`config.mk`:
```
export PLATFORM = sky130hd
export DESIGN_NAME = param_up_down_counter
export DESIGN_NICKNAME = d
export VERILOG_FILES = /design/src/rtl/param_up_down_counter.sv
export SDC_FILE = /design/constraint.sdc
export NUM_CORES = 1
export LEC_CHECK = 0
export ABC_AREA = 1
export BUFFER_PORTS_ARGS = -buffer_cell sky130_fd_sc_hd__buf_2
export CELL_PAD_IN_SITES_DETAIL_PLACEMENT = 1
export CELL_PAD_IN_SITES_GLOBAL_PLACEMENT = 1
export CORE_ASPECT_RATIO = 2
export CORE_MARGIN = 2
export CORE_UTILIZATION = 40
export CTS_CLUSTER_SIZE = 10
export DETAILED_ROUTE_END_ITERATION = 12
export GPL_TIMING_DRIVEN = 0
export PLACE_DENSITY_LB_ADDON = 0.08
export SKIP_CTS_REPAIR_TIMING = 1
export SLEW_MARGIN = 5
export SYNTH_ARGS = -nofsm -noshare
export SYNTH_HDL_FRONTEND = slang
export SYNTH_SLANG_ARGS = --single-unit
export TNS_END_PERCENT = 30
```
`constraint.sdc`:
```
create_clock -name clk_i -period 3.27 [get_ports clk_i]
set_input_delay 0.327 -clock clk_i [delete_from_list [all_inputs] [get_ports clk_i]]
set_output_delay 0.327 -clock clk_i [all_outputs]
set_load 0.01 [all_outputs]
```
`src/rtl/param_up_down_counter.sv`:
```
// Parametrised up/down counter with configurable modulus, wrap or saturate behaviour,
// variable step, sync clear/load and registered overflow/underflow pulse + sticky flags.
module param_up_down_counter #(
  parameter int unsigned      WIDTH    = 16,
  parameter logic [WIDTH-1:0] MAX_VAL  = {WIDTH{1'b1}},
  parameter bit               SATURATE = 1'b0,
  parameter int unsigned      STEP_W   = 4
) (
  input  logic              clk_i,
  input  logic              rst_ni,
  input  logic              en_i,
  input  logic              clr_i,
  input  logic              load_i,
  input  logic [WIDTH-1:0]  load_val_i,
  input  logic              up_down_i,
  input  logic [STEP_W-1:0] step_i,
  output logic [WIDTH-1:0]  out_o,
  output logic              at_max_o,
  output logic              at_min_o,
  output logic              ovf_p_o,
  output logic              unf_p_o,
  output logic              ovf_stk_o,
  output logic              unf_stk_o
);

  logic [WIDTH-1:0] cnt_q, cnt_d;
  logic             ovf_p_q, ovf_p_d;
  logic             unf_p_q, unf_p_d;
  logic             ovf_stk_q, ovf_stk_d;
  logic             unf_stk_q, unf_stk_d;

  // All arithmetic is done one bit wider so that the crossing of MAX_VAL / 0 is visible.
  logic [WIDTH:0] cnt_ext;
  logic [WIDTH:0] max_ext;
  logic [WIDTH:0] mod_ext;
  logic [WIDTH:0] step_ext;
  logic [WIDTH:0] sum_up;
  logic [WIDTH:0] diff_dn;
  logic [WIDTH:0] wrap_dn;
  logic           over_up;
  logic           under_dn;
  logic           step_nz;

  assign cnt_ext  = {1'b0, cnt_q};
  assign max_ext  = {1'b0, MAX_VAL};
  assign mod_ext  = max_ext + 1'b1;
  assign step_ext = (WIDTH+1)'(step_i);
  assign step_nz  = |step_i;

  assign sum_up   = cnt_ext + step_ext;
  assign over_up  = sum_up > max_ext;
  assign diff_dn  = cnt_ext - step_ext;
  // Only used when step > count, so the result is always below the modulus.
  assign wrap_dn  = cnt_ext + mod_ext - step_ext;
  assign under_dn = step_ext > cnt_ext;

  always_comb begin
    cnt_d     = cnt_q;
    ovf_p_d   = 1'b0;
    unf_p_d   = 1'b0;
    ovf_stk_d = ovf_stk_q;
    unf_stk_d = unf_stk_q;

    if (clr_i) begin
      cnt_d     = '0;
      ovf_stk_d = 1'b0;
      unf_stk_d = 1'b0;
    end else if (load_i) begin
      cnt_d = (load_val_i > MAX_VAL) ? MAX_VAL : load_val_i;
    end else if (en_i && step_nz) begin
      if (up_down_i) begin
        if (over_up) begin
          ovf_p_d = 1'b1;
          cnt_d   = SATURATE ? MAX_VAL : WIDTH'(sum_up - mod_ext);
        end else begin
          cnt_d = WIDTH'(sum_up);
        end
      end else begin
        if (under_dn) begin
          unf_p_d = 1'b1;
          cnt_d   = SATURATE ? '0 : WIDTH'(wrap_dn);
        end else begin
          cnt_d = WIDTH'(diff_dn);
        end
      end
      ovf_stk_d = ovf_stk_q | ovf_p_d;
      unf_stk_d = unf_stk_q | unf_p_d;
    end
  end

  always_ff @(posedge clk_i or negedge rst_ni) begin
    if (!rst_ni) begin
      cnt_q     <= '0;
      ovf_p_q   <= 1'b0;
      unf_p_q   <= 1'b0;
      ovf_stk_q <= 1'b0;
      unf_stk_q <= 1'b0;
    end else begin
      cnt_q     <= cnt_d;
      ovf_p_q   <= ovf_p_d;
      unf_p_q   <= unf_p_d;
      ovf_stk_q <= ovf_stk_d;
      unf_stk_q <= unf_stk_d;
    end
  end

  assign out_o     = cnt_q;
  assign at_max_o  = (cnt_q == MAX_VAL);
  assign at_min_o  = (cnt_q == '0);
  assign ovf_p_o   = ovf_p_q;
  assign unf_p_o   = unf_p_q;
  assign ovf_stk_o = ovf_stk_q;
  assign unf_stk_o = unf_stk_q;

endmodule

```
==> flow_summary_export.csv, run 1 <==
group,metric,value,unit
floorplanning,core,5185,um^2
power_and_ir_drop,vdd_drop_max,0.2303,mV
global_route,grt_first_pass_wirelength,12820,um
global_route,grt_max_degree,21,
cells_and_area,final_core_util,0.4908,
global_route,grt_use_total,0.2748,
cells_and_area,diodes,0,
route,wirelength,7973,um
clock_tree,cts.clk_slew.worst_paths,100,ps
route,avgRoutedWirePerCell,18.08,um
synth,synth_cells,332,
power_and_ir_drop,switching_share,0.4259,
placed_design,hpwl,6311,um
synth,yosys.cell_types.count,33,
placed_design,port_buffers,47,
power_and_ir_drop,total_leakage_power,1.286,nW
power_and_ir_drop,power_density,396.1,nW/um^2
floorplanning,fp.dieArea,6055,um^2
cells_and_area,fillers,749,
cells_and_area,seqCellArea,500.5,um^2
synth,synth_edf_count,0,
clock_tree,numClockSinks,20,
sta,finalSetupViolations,0,
sta,period_minus_slack,2293,ps
sta,maxSlewViolCount,0,
sta,post-route-period-util,0.7012,
clock_tree,cts_tree,"yes",
sta,worst_pin_slew,631.4,ps
cells_and_area,drive_gt1_frac,0.2663,
synth,synthArstFlopShare,1.000,
power_and_ir_drop,switching_power,0.0004293,W
synth,synth_nets,368,
synth,ys.flop_type,"dfrtp_1",
floorplanning,rows,37,
route,drt_first_pass_iters,4,
placed_design,gp_congestion,0.8536,
sta,whs,15.78,ps
cells_and_area,multiInputGateArea,1418,um^2
synth,yosysWarnings,0,
critical_path,worst-setup-path-type,"register to register",
cells_and_area,finalInstanceArea,2545,um^2
synth,ys_ff_latch,20,
power_and_ir_drop,seq_power_share,0.309,
route,avgViaCountPerCell,5.630,
route,detail-route-antenna-nets,0,
floorplanning,die_y,108.1,um
cells_and_area,nets,420,
clock_tree,cts_root_buf,"clkbuf_8",
power_and_ir_drop,intPower,0.0005786,W
route,first_iter_violations,74,
sta,rsz0062_at_grt,"no",
sta,relSlewSlack,0.5775,
clock_tree,clk_path_buf_depth,2,
clock_tree,cts_buffers,3,
sta,final_hold_viol_count,0,
critical_path,cp-end-kind,"register",
clock_tree,clk_latency,280,ps
critical_path,worstPathArrival,2500,ps
power_and_ir_drop,pwr-share-clk,0.271,
floorplanning,start_util,0.4177,
global_route,first_global_vias,2646,
floorplanning,num_io_pins,48,
sta,clock.fmax,436.1,MHz
critical_path,start_kind,"register",
global_route,antenna_found_initial,0,
worst_hold_path,min_path_type,"input port to asynchronous set/reset pin",
run_status,outcome,"finished, final reports clean",
synth,synth-seq-area-share,0.2311,
sta,fin_worst_skew,9.154,ps
sta,fin_setup_tns,0,ps
global_route,grt-ovfl-total,0,
critical_path,required,3480,ps
route,vias,2483,
power_and_ir_drop,comb_power_share,0.419,
run,maxCapViolCount,0,
route,drcViolationCount,0,
clock_tree,cts_max_level,1,
synth,synthesis.area,2166,um^2
critical_path,crit_fanout,6,
placed_design,placed_area,2474,um^2
floorplanning,die_x,56.03,um
synth,syn_area_per_cell,6.524,um^2
cells_and_area,area_delta_synth_final,17.50,%
[cells by family after synthesis]
logic type / synth area share
flops: 0.2311
xor+xnor: 0.01213
compound gates: 0.1375
buf+inv: 0.1144
fa+ha+maj: 0.06471
simple gates: 0.4402
[cells in the final DEF (no fill, tap or decap), types with 3 or more instances in the layout]
cell	instances
nand3_1	46
nand4_1	12
buf_6	3
nor3_1	4
inv_1	33
nor2_1	35
buf_2	54
nand2_2	6
nor2_4	3
a22oi_1	5
clkbuf_8	4
inv_2	8
o21ai_0	9
nand3_2	8
a21oi_1	23
ha_1	8
dfrtp_1	20
a21oi_2	7
nand2_1	73
xor2_1	3
[through the flow]
stage	cells	total power (W)	setup WS, ps
3_3_place_gp	437	0.0007243	1088
4_1_cts	441	0.001010	959.8
5_1_grt	441	0.001073	791.7
6_report	441	0.001008	977.2
2_1_floorplan	332	0.0005943	1377
3_5_place_dp	437	0.0007372	991.8
[final cells by class]
class	instances	share of cell area
clock inverter	1	0.01180
buffer	13	0.03540
clock buffer	3	0.01622
inverter	42	0.06195
tap	58	0.02852
timing repair buffer	47	0.09243
multi-input combinational	257	0.5570
sequential	20	0.1967
[worst max-delay path, cell delays in order (launching register included)]
cell,delay (ps)
dfrtp_1,450
inv_1,120
ha_1,170
inv_1,80
fa_1,400
nand2_1,90
inv_1,60
a21oi_2,200
nand2_4,100
nor4_2,390
o21bai_1,160
[registers in the layout, indices dropped and copies added, names as in the netlist]
signal     count
unf_stk_o      1
out_o         16
ovf_stk_o      1
ovf_p_o        1
unf_p_o        1
[per-layer routing]
layer  vias up  share of wire  track usage  wire length (um)
li1       1197              -            -                 -
met1      1215           0.36       0.2727              2850
met2        49           0.57       0.5328              4560
met3        22          0.022      0.02632               177
met4         0          0.048       0.1633               384
met5         -              0            0                 0
[cells in the mapped netlist, types with 2 or more instances]
cell type	number	area share
nand4_1	12	0.035
nand2_2	6	0.017
o21ai_0	9	0.021
nor3_1	4	0.0092
inv_2	8	0.014
nor2_2	2	0.0058
inv_1	33	0.057
nand3_2	8	0.037
a21oi_2	7	0.028
buf_6	3	0.016
a21oi_1	23	0.053
nor2_1	35	0.061
dfrtp_1	20	0.23
nand2_1	73	0.13
o21ai_2	2	0.0081
clkbuf_1	2	0.0035
fa_1	2	0.018
xor2_1	3	0.012
nand3_1	46	0.11
nand2_4	2	0.010
ha_1	8	0.046
nor2_4	3	0.016
a22oi_1	5	0.017
buf_2	7	0.016
[power groups by stage]
stage               clock, W  sequential [W]  combinational (W)
floorplan                  0        0.000316           0.000278
global placement           0        0.000315           0.000409
detailed placement         0        0.000316           0.000421
CTS                 0.000275        0.000312           0.000424
global route        0.000285        0.000317           0.000472
finish              0.000274        0.000312           0.000423
[final timing paths]
kind                                        from               endpoint  slack, ps  cells after the start
min                                       rst_ni   out_o[5]$_DFFE_PN0P_         20                      1
max in group asynchronous                 rst_ni   out_o[0]$_DFFE_PN0P_       2870                      1
min reg2reg                ovf_stk_o$_DFFE_PN0P_  ovf_stk_o$_DFFE_PN0P_        500                      2
max                         out_o[0]$_DFFE_PN0P_  unf_stk_o$_DFFE_PN0P_        980                     10
min in group clk_i                         clr_i  ovf_stk_o$_DFFE_PN0P_        270                      2
max reg2reg                 out_o[0]$_DFFE_PN0P_  unf_stk_o$_DFFE_PN0P_        980                     10
Note: power is estimated with default switching activity, not from simulation.
==> run 2, diff against run 1 <==
- CORE_UTILIZATION: 40 -> 34
- clock period: 3.27 -> 2.1 ns (I/O delays scaled with it)
==> run 2 against run 1 <==
Effect of this change: clock skew decreased by 4.9 ps; flip-flop and latch count unchanged; non-clock buffer count is 5 higher; critical path depth is the same; largest cell class unchanged.
==> flow_summary_export.csv, run 2 (synthesized netlist as in run 1, its figures left out) <==
group,metric,value,unit
floorplanning,rows,41,
sta,fin_setup_tns,0,ps
global_route,grt_first_pass_wirelength,13100,um
global_route,antenna_found_initial,0,
clock_tree,numClockSinks,20,
global_route,grt_max_degree,21,
run_status,outcome,"finished, final reports clean",
floorplanning,fp.dieArea,7063,um^2
critical_path,crit_fanout,6,
sta,post-route-period-util,0.9678,
route,first_iter_violations,92,
route,drcViolationCount,0,
cells_and_area,fillers,860,
cells_and_area,layout_commonest_cell,"nand2_1",
critical_path,start_kind,"register",
cells_and_area,multiInputGateArea,1516,um^2
sta,finalSetupViolations,0,
cells_and_area,seqCellArea,501.7,um^2
route,wirelength,8288,um
cells_and_area,area_delta_synth_final,27.15,%
critical_path,worstPathArrival,2230,ps
route,vias,2470,
worst_hold_path,min_to,"ovf_stk_o$_DFFE_PN0P_",
floorplanning,die_y,116.9,um
sta,clock.fmax,492.0,MHz
clock_tree,clk_latency,270,ps
sta,fin_worst_skew,4.278,ps
cells_and_area,largest_register_ff_count,16,
clock_tree,cts.clk_slew.worst_paths,60,ps
floorplanning,core,6259,um^2
global_route,grt_use_total,0.2549,
placed_design,place_ws,-162.4,ps
worst_hold_path,min_path_cells,2,
cells_and_area,final_core_util,0.4400,
worst_hold_path,min_path_type,"input port to register",
clock_tree,cts_buffers,3,
global_route,grt-ovfl-total,0,
worst_hold_path,hp-start,"clr_i",
sta,fin_ws,67.56,ps
floorplanning,start_util,0.3461,
route,detail-route-antenna-nets,0,
critical_path,r2r-start,"out_o[0]$_DFFE_PN0P_",
power_and_ir_drop,total_leakage_power,1.352,nW
global_route,met3_usage,0.02857,
cells_and_area,nets,425,
clock_tree,clk_path_buf_depth,2,
placed_design,gp_congestion,0.8636,
critical_path,cp-end-kind,"register",
global_route,first_global_vias,2577,
power_and_ir_drop,power_density,644.1,nW/um^2
global_route,met2_usage,0.5072,
critical_path,required,2290,ps
critical_path,r2r-end,"unf_stk_o$_DFFE_PN0P_",
cells_and_area,drive_gt1_frac,0.3222,
placed_design,port_buffers,47,
critical_path,r2r.worst_path.cells,10,
sta,relSlewSlack,0.5180,
sta,worst_pin_slew,720.3,ps
global_route,use_met1,0.2600,
clock_tree,cts_root_buf,"clkbuf_16",
sta,whs,170.0,ps
route,drt_first_pass_iters,4,
floorplanning,num_io_pins,48,
route,avgRoutedWirePerCell,17.49,um
clock_tree,cts_tree,"yes",
cells_and_area,finalInstanceArea,2754,um^2
placed_design,hpwl,6483,um
global_route,grt.busiest_layer,"met2",
cells_and_area,layout_common_cells,"72 x nand2_1, 54 x buf_2, 41 x nand3_1, 33 x nor2_1, 29 x inv_1",
sta,period_minus_slack,2032,ps
power_and_ir_drop,vdd_drop_max,0.2888,mV
floorplanning,die_x,60.44,um
sta,final_hold_viol_count,0,
route,avgViaCountPerCell,5.211,
critical_path,worst-r2r-setup-slack,70,ps
sta,maxSlewViolCount,0,
clock_tree,cts_max_level,1,
sta,rsz0062_at_grt,"yes",
cells_and_area,diodes,0,
critical_path,worst-setup-path-type,"register to register",
run,maxCapViolCount,0,
placed_design,placed_area,2509,um^2
==> run 2: changes by cell type in the layout (fill, tap and decap cells not counted), moves of 3 or more <==
cell       delta
clkbuf_16     +3
nand3_1       -5
clkbuf_8      -3
buf_4         +4
inv_2         +5
nand3_2       +3
inv_1         -4
==> run 2: where the power goes <==
group	total, W	internal (W)	switching (W)
Clock	0.000564	0.000380	0.000184
Sequential	0.000488	0.000421	0.0000666
Combinational	0.000722	0.000256	0.000466
Total	0.00177	0.00106	0.000717
==> run 2: worst max path at each step <==
stage	cells after the start	from	to	slack (ps)
after CTS	13	out_o[0]$_DFFE_PN0P_	out_o[6]$_DFFE_PN0P_	-190
after detailed placement	13	out_o[0]$_DFFE_PN0P_	out_o[6]$_DFFE_PN0P_	-160
after global routing	12	out_o[0]$_DFFE_PN0P_	out_o[8]$_DFFE_PN0P_	-40
after global placement	13	out_o[0]$_DFFE_PN0P_	out_o[6]$_DFFE_PN0P_	-150
final	10	out_o[0]$_DFFE_PN0P_	unf_stk_o$_DFFE_PN0P_	70
after floorplan	14	out_o[0]$_DFFE_PN0P_	out_o[14]$_DFFE_PN0P_	210
==> run 2: worst max-delay path, stage by stage (launching register included) <==
cell and delay [ps]:
dfrtp_2 420, inv_2 90, ha_4 130, inv_2 40, fa_2 390, nand2_1 90
inv_2 60, a21oi_4 170, nand2_4 110, nor4_4 320, o21bai_1 150
==> run 2: through the flow <==
| stage | total power (W) | instances |
|---|---|---|
| 2_1_floorplan | 0.0009254 | 332 |
| 3_3_place_gp | 0.001138 | 465 |
| 3_5_place_dp | 0.001155 | 465 |
| 4_1_cts | 0.001728 | 469 |
| 5_1_grt | 0.001892 | 474 |
| 6_report | 0.001774 | 474 |
==> run 2: metal layers <==
metal  part of all wire  up-vias
met4              0.023        0
met2               0.58       51
met1               0.37     1192
li1                   -     1213
met5                  0        -
met3              0.030       14
==> run 2: area by class of cell <==
type	instances	area share
Clock inverter	1	0.01090
Tap cell	86	0.03907
Clock buffer	3	0.02726
Buffer	13	0.03271
Inverter	42	0.05725
Multi-Input combinational cell	257	0.5507
Sequential cell	20	0.1822
Timing Repair Buffer	52	0.09995
